==> src/rtl/ahb_pkg.sv <==
// ahb_pkg: AHB-Lite encodings, controller state type and transfer-legality
// helper shared by the ahb_rom_ctrl slave.
package ahb_pkg;

  localparam logic [1:0] HTRANS_IDLE   = 2'b00;
  localparam logic [1:0] HTRANS_BUSY   = 2'b01;
  localparam logic [1:0] HTRANS_NONSEQ = 2'b10;
  localparam logic [1:0] HTRANS_SEQ    = 2'b11;

  localparam logic HRESP_OKAY  = 1'b0;
  localparam logic HRESP_ERROR = 1'b1;

  localparam logic [2:0] HSIZE_BYTE = 3'd0;
  localparam logic [2:0] HSIZE_HALF = 3'd1;
  localparam logic [2:0] HSIZE_WORD = 3'd2;

  typedef enum logic [2:0] {
    ST_IDLE = 3'd0,
    ST_WAIT = 3'd1,
    ST_DATA = 3'd2,
    ST_ERR1 = 3'd3,
    ST_ERR2 = 3'd4
  } ctrl_state_e;

  // True when the transfer size fits the 32-bit port and the address is naturally aligned.
  function automatic logic size_aligned(input logic [2:0] size, input logic [1:0] lsb);
    logic ok;
    case (size)
      HSIZE_BYTE: ok = 1'b1;
      HSIZE_HALF: ok = (lsb[0] == 1'b0);
      HSIZE_WORD: ok = (lsb == 2'b00);
      default:    ok = 1'b0;
    endcase
    return ok;
  endfunction

endpackage

==> src/rtl/ahb_rom_ctrl.sv <==
// ahb_rom_ctrl: AHB-Lite slave sequencing a synchronous-read ROM with WAIT_STATES
// wait states and two-cycle ERROR responses. Define AHB_ROM_RDBUF_EN for a one-entry read buffer.
module ahb_rom_ctrl
  import ahb_pkg::*;
#(
  parameter int unsigned WAIT_STATES = 0,
  parameter int unsigned ADDR_W      = 16,
  parameter int unsigned ROM_AW      = 14
) (
  input  logic              HCLK,
  input  logic              HRESET,
  input  logic              HSEL,
  input  logic [ADDR_W-1:0] HADDR,
  input  logic [1:0]        HTRANS,
  input  logic              HWRITE,
  input  logic [2:0]        HSIZE,
  input  logic              HREADY,
  output logic              HREADYOUT,
  output logic              HRESP,
  output logic [31:0]       HRDATA,
  output logic              rom_en,
  output logic [ROM_AW-1:0] rom_addr,
  input  logic [31:0]       rom_rdata
);

  localparam logic [2:0] WS = 3'(WAIT_STATES);

  ctrl_state_e       state_q, state_d;
  logic [2:0]        wcnt_q, wcnt_d;
  logic              hreadyout_q, hreadyout_d;
  logic              hresp_q, hresp_d;
  logic [31:0]       hold_q;
  logic [ROM_AW-1:0] addr_q, addr_d;
  logic [ROM_AW-1:0] word_addr_s;
  logic [31:0]       data_s;
  logic              accept_s, legal_s, take_s, hit_s, rom_en_s;

  assign word_addr_s = HADDR[ROM_AW+1:2];
  // hreadyout_q is high exactly in IDLE, DATA and ERR2, the states that sample an address phase
  assign accept_s    = hreadyout_q & HSEL & HREADY &
                       ((HTRANS == HTRANS_NONSEQ) || (HTRANS == HTRANS_SEQ));
  assign legal_s     = ~HWRITE & size_aligned(HSIZE, HADDR[1:0]);
  assign take_s      = accept_s & legal_s;

`ifdef AHB_ROM_RDBUF_EN
  logic              buf_valid_q;
  logic [ROM_AW-1:0] buf_tag_q;
  logic [31:0]       buf_data_q;
  logic              buf_sel_q;
  logic [ROM_AW-1:0] daddr_q;

  assign hit_s  = buf_valid_q & (buf_tag_q == word_addr_s);
  assign data_s = buf_sel_q ? buf_data_q : rom_rdata;

  // Read buffer: reloaded with the word returned by every completed data phase.
  always_ff @(posedge HCLK) begin
    if (HRESET) begin
      buf_valid_q <= 1'b0;
      buf_tag_q   <= '0;
      buf_data_q  <= 32'h0000_0000;
      buf_sel_q   <= 1'b0;
      daddr_q     <= '0;
    end else begin
      buf_sel_q <= take_s & hit_s;
      if (take_s) begin
        daddr_q <= word_addr_s;
      end
      if (state_q == ST_DATA) begin
        buf_valid_q <= 1'b1;
        buf_tag_q   <= daddr_q;
        buf_data_q  <= data_s;
      end
    end
  end
`else
  assign hit_s  = 1'b0;
  assign data_s = rom_rdata;
`endif

  // Next-state, wait counter and ROM strobe decode.
  always_comb begin
    state_d  = state_q;
    wcnt_d   = wcnt_q;
    addr_d   = addr_q;
    rom_en_s = 1'b0;
    case (state_q)
      ST_WAIT: begin
        if (wcnt_q <= 3'd1) begin
          state_d = ST_DATA;
          wcnt_d  = 3'd0;
        end else begin
          wcnt_d  = wcnt_q - 3'd1;
        end
      end
      ST_ERR1: begin
        state_d = ST_ERR2;
      end
      ST_IDLE, ST_DATA, ST_ERR2: begin
        if (take_s) begin
          if (hit_s) begin
            state_d = ST_DATA;
          end else begin
            rom_en_s = 1'b1;
            addr_d   = word_addr_s;
            if (WS != 3'd0) begin
              state_d = ST_WAIT;
              wcnt_d  = WS;
            end else begin
              state_d = ST_DATA;
            end
          end
        end else if (accept_s) begin
          state_d = ST_ERR1;
        end else begin
          state_d = ST_IDLE;
        end
      end
      default: begin
        state_d = ST_IDLE;
        wcnt_d  = 3'd0;
      end
    endcase
  end

  // Handshake outputs for the next cycle, derived from the next state.
  always_comb begin
    hreadyout_d = 1'b1;
    hresp_d     = HRESP_OKAY;
    case (state_d)
      ST_WAIT: begin
        hreadyout_d = 1'b0;
        hresp_d     = HRESP_OKAY;
      end
      ST_ERR1: begin
        hreadyout_d = 1'b0;
        hresp_d     = HRESP_ERROR;
      end
      ST_ERR2: begin
        hreadyout_d = 1'b1;
        hresp_d     = HRESP_ERROR;
      end
      default: begin
        hreadyout_d = 1'b1;
        hresp_d     = HRESP_OKAY;
      end
    endcase
  end

  // Controller state and registered handshake outputs.
  always_ff @(posedge HCLK) begin
    if (HRESET) begin
      state_q     <= ST_IDLE;
      wcnt_q      <= 3'd0;
      hreadyout_q <= 1'b1;
      hresp_q     <= HRESP_OKAY;
      addr_q      <= '0;
      hold_q      <= 32'h0000_0000;
    end else begin
      state_q     <= state_d;
      wcnt_q      <= wcnt_d;
      hreadyout_q <= hreadyout_d;
      hresp_q     <= hresp_d;
      addr_q      <= addr_d;
      hold_q      <= HRDATA;
    end
  end

  // ROM output is only valid in the data cycle itself, so read data is muxed, then held.
  assign HRDATA    = (state_q == ST_DATA) ? data_s : hold_q;
  assign HREADYOUT = hreadyout_q;
  assign HRESP     = hresp_q;
  assign rom_en    = rom_en_s & ~HRESET;
  assign rom_addr  = rom_en_s ? word_addr_s : addr_q;

endmodule

==> config.mk <==
export PLATFORM = sky130hd
export DESIGN_NAME = ahb_rom_ctrl
export DESIGN_NICKNAME = d
export VERILOG_FILES = /design/src/rtl/ahb_pkg.sv /design/src/rtl/ahb_rom_ctrl.sv
export SDC_FILE = /design/constraint.sdc
export NUM_CORES = 1
export LEC_CHECK = 0
export ABC_AREA = 1
export BUFFER_PORTS_ARGS = -buffer_cell sky130_fd_sc_hd__buf_4
export CAP_MARGIN = 5
export CORE_MARGIN = 2
export CORE_UTILIZATION = 45
export CTS_BUF_LIST = sky130_fd_sc_hd__clkbuf_2
export DETAILED_ROUTE_END_ITERATION = 12
export PLACE_DENSITY = 0.85
export SETUP_SLACK_MARGIN = 0.1
export SLEW_MARGIN = 20
export SYNTH_ARGS = -nofsm -noshare
export SYNTH_HDL_FRONTEND = slang
export SYNTH_SLANG_ARGS = --single-unit
==> constraint.sdc <==
create_clock -name HCLK -period 1.7 [get_ports HCLK]
set_input_delay 0.34 -clock HCLK [delete_from_list [all_inputs] [get_ports HCLK]]
set_output_delay 0.34 -clock HCLK [all_outputs]
set_load 0.05 [all_outputs]
==> flow_summary.json <==
{
  "critPathKind": "reg -> out",
  "die_x_um": 83.2,
  "setup.worst_path.end_class": "output port",
  "syn_area_per_cell_um2": 6.87,
  "powerDensity_nw_per_um2": 623,
  "min_period_ps": 2200,
  "post-route-cell-area_um2": 4520,
  "fin_nets": 611,
  "drive_gt1_share_pct": 43.2,
  "grt_pass1_wl_um": 12500,
  "die_h_um": 83.2,
  "fin_ws_ps": -496,
  "num-fill-cells": 433,
  "clk_pin_slew_ps": 290,
  "num_io_pins": 107,
  "max_slew.worst_pin.slew_ps": 389,
  "diodes": 0,
  "relSlewSlack_pct": 74.0,
  "yosys_warnings": 0,
  "multiInputGateArea_um2": 1250,
  "worstPathMaxFanout": 7,
  "drt-pass1-iter-count": 4,
  "synth-seq-cells": 54,
  "setup-violations-final": 47,
  "drc": 0,
  "skew_ps": 29.8,
  "dpl.hpwl_um": 4900,
  "via_per_inst": 4.58,
  "clockBufferDepth": 2,
  "syn_inst": 411,
  "antenna_found_initial": 0,
  "dp.cells": 597,
  "max_freq_mhz": 455,
  "post_dp_cell_area_um2": 4010,
  "syn_area_um2": 2820,
  "maxCapViolations": 0,
  "hold_class": "in -> reg",
  "cts-root-buf": "clkbuf_2",
  "syn_nets": 470,
  "clk_latency_ps": 460,
  "crit_path_start_kind": "register",
  "grt_max_degree": 22,
  "core_um2": 5990,
  "grt_pass1_vias": 2952,
  "synth_top_area_share_pct": 38.3,
  "p_leak_nw": 2.31,
  "die_area_um2": 6920,
  "numPortBuffers": 105,
  "synth.area.top_cells": "dfxtp_1 (38%), inv_1 (20%), nand2_1 (8.6%)",
  "drv_slew": 0,
  "rsz0062_at_grt": "yes",
  "antenna_left": 0,
  "arrival_ps": 1860,
  "vias": 2874,
  "grt_util_all_layers_pct": 21.6,
  "cts_sinks": 54,
  "synth.distinct_cells": 27,
  "cp.required_ps": 1360,
  "hold_violations": 0,
  "drt_iter0_drc": 81,
  "num_rows": 28,
  "initial_core_util_pct": 47.1,
  "final-instance-count-excl-fill": 628,
  "drt-total-wl_um": 7610,
  "wl_per_cell_um": 12.1,
  "violations": "setup timing",
  "post-route-util_pct": 75.5,
  "hold_slack_ps": 113,
  "fin_crit_sh_pct": 129,
  "area_delta_synth_final_pct": 60.2,
  "synth_largest_area_cell": "dfxtp_1",
  "tritoncts": "yes",
  "regArea_um2": 1090,
  "ys_seq_area_share_pct": 38.3,
  "htree_levels": 2,
  "status": "finished with violations",
  "max-vdd-ir-drop_mv": 0.476,
  "cts_hold_buf": 0,
  "cts_buffers": 5,
  "gp_congestion": 0.745,
  "overflow": 0
}
path summary, 6_finish.rpt:
kind	start	endpoint	slack (ps)	depth (start not counted)
max	state_q[2]	rom_addr[0]	-500	8
max reg2reg	state_q[2]	addr_q[9]	120	10
min	rom_rdata[4]	hold_q[4]	110	3
min reg2reg	wcnt_q[0]	wcnt_q[0]	520	2
layer usage:
layer / track usage, % / wire [um] / vias up
li1: - / - / 1487
met2: 42.3 / 4080 / 78
met3: 5.17 / 409 / 12
met4: 5.37 / 103 / 0
met1: 22.8 / 3010 / 1297
met5: 0 / 0 / -
cell usage after synthesis, drive strengths merged:
| cell type | count |
|---|---|
| a22oi | 1 |
| ha | 1 |
| buf | 12 |
| inv | 150 |
| nand2 | 67 |
| o21a | 1 |
| o21ai | 4 |
| dfxtp | 54 |
| a21oi | 36 |
| clkbuf | 6 |
| nand3b | 1 |
| nand3 | 17 |
| nor2 | 28 |
| xor2 | 1 |
| a211oi | 32 |
cell type report:
cell class / count / area share, %
multi-input combinational: 190 / 27.6
clock inverter: 3 / 0.553
clock buffer: 5 / 0.553
tap: 75 / 2.08
timing repair buffer: 151 / 31.8
sequential: 54 / 24.2
inverter: 150 / 13.3
worst max-delay path, cell delays in order (launching register included):
cell and delay (ps):
dfxtp_4 430, nand2_4 70, nand3_4 80, nor2_8 180, clkbuf_16 180, nand3_1 90
nand2_2 120, clkinvlp_4 90, buf_6 150
repair_timing:
| item | 4_1_cts | 5_1_grt |
|---|---|---|
| setup buffers | 13 | 6 |
| cloned | 3 | 1 |
| setup endpoints to repair | 47 | 47 |
| pin swaps | 9 | 4 |
| resized for setup | 51 | 12 |
cell families (layout without fill, tap and decap cells):
logic type      after synthesis  count (layout)  share of synthesized area (%)
simple gates                113             114                           18.1
fa+ha+maj                     1               1                          0.443
compound gates               74              74                           17.7
buf+inv                     168             309                           25.2
flops                        54              54                           38.3
xor+xnor                      1               1                          0.310
placed cells by master, fill, tap and decap left out, types with 4 or more instances in the layout:
| master | synthesis | final |
|---|---|---|
| inv_1 | 148 | 136 |
| buf_4 | 1 | 96 |
| nand2_1 | 65 | 55 |
| dfxtp_1 | 54 | 50 |
| buf_6 | 10 | 46 |
| a21oi_2 | 0 | 30 |
| nor2_1 | 25 | 24 |
| a211oi_1 | 24 | 24 |
| nand3_1 | 14 | 13 |
| nand2_2 | 2 | 10 |
| clkinvlp_4 | 0 | 10 |
| a211oi_2 | 8 | 8 |
| clkbuf_2 | 0 | 5 |
| nand3_4 | 2 | 4 |
| inv_2 | 2 | 4 |
| a21oi_1 | 36 | 4 |
| buf_12 | 0 | 4 |
registers in the layout, summed over array words and instances (netlist names):
register,flops
hold_q,32
state_q,3
HRESP,1
wcnt_q,3
addr_q,14
HREADYOUT,1
report_power, final:
| part | internal [W] | switching [W] |
|---|---|---|
| clock network | 0.000110 | 0.000424 |
| registers | 0.00131 | 0.0000132 |
| logic | 0.000377 | 0.000580 |
| total | 0.00180 | 0.00102 |
stage by stage:
step	setup slack [ps]	power (W)	TNS [ps]
2_1_floorplan	44.8	0.00192	0
3_3_place_gp	-142	0.00218	-1600
3_5_place_dp	-213	0.00219	-2290
4_1_cts	-464	0.00281	-19630
5_1_grt	-611	0.00295	-25990
6_report	-496	0.00282	-20550
Note: power is estimated with default switching activity, not from simulation.
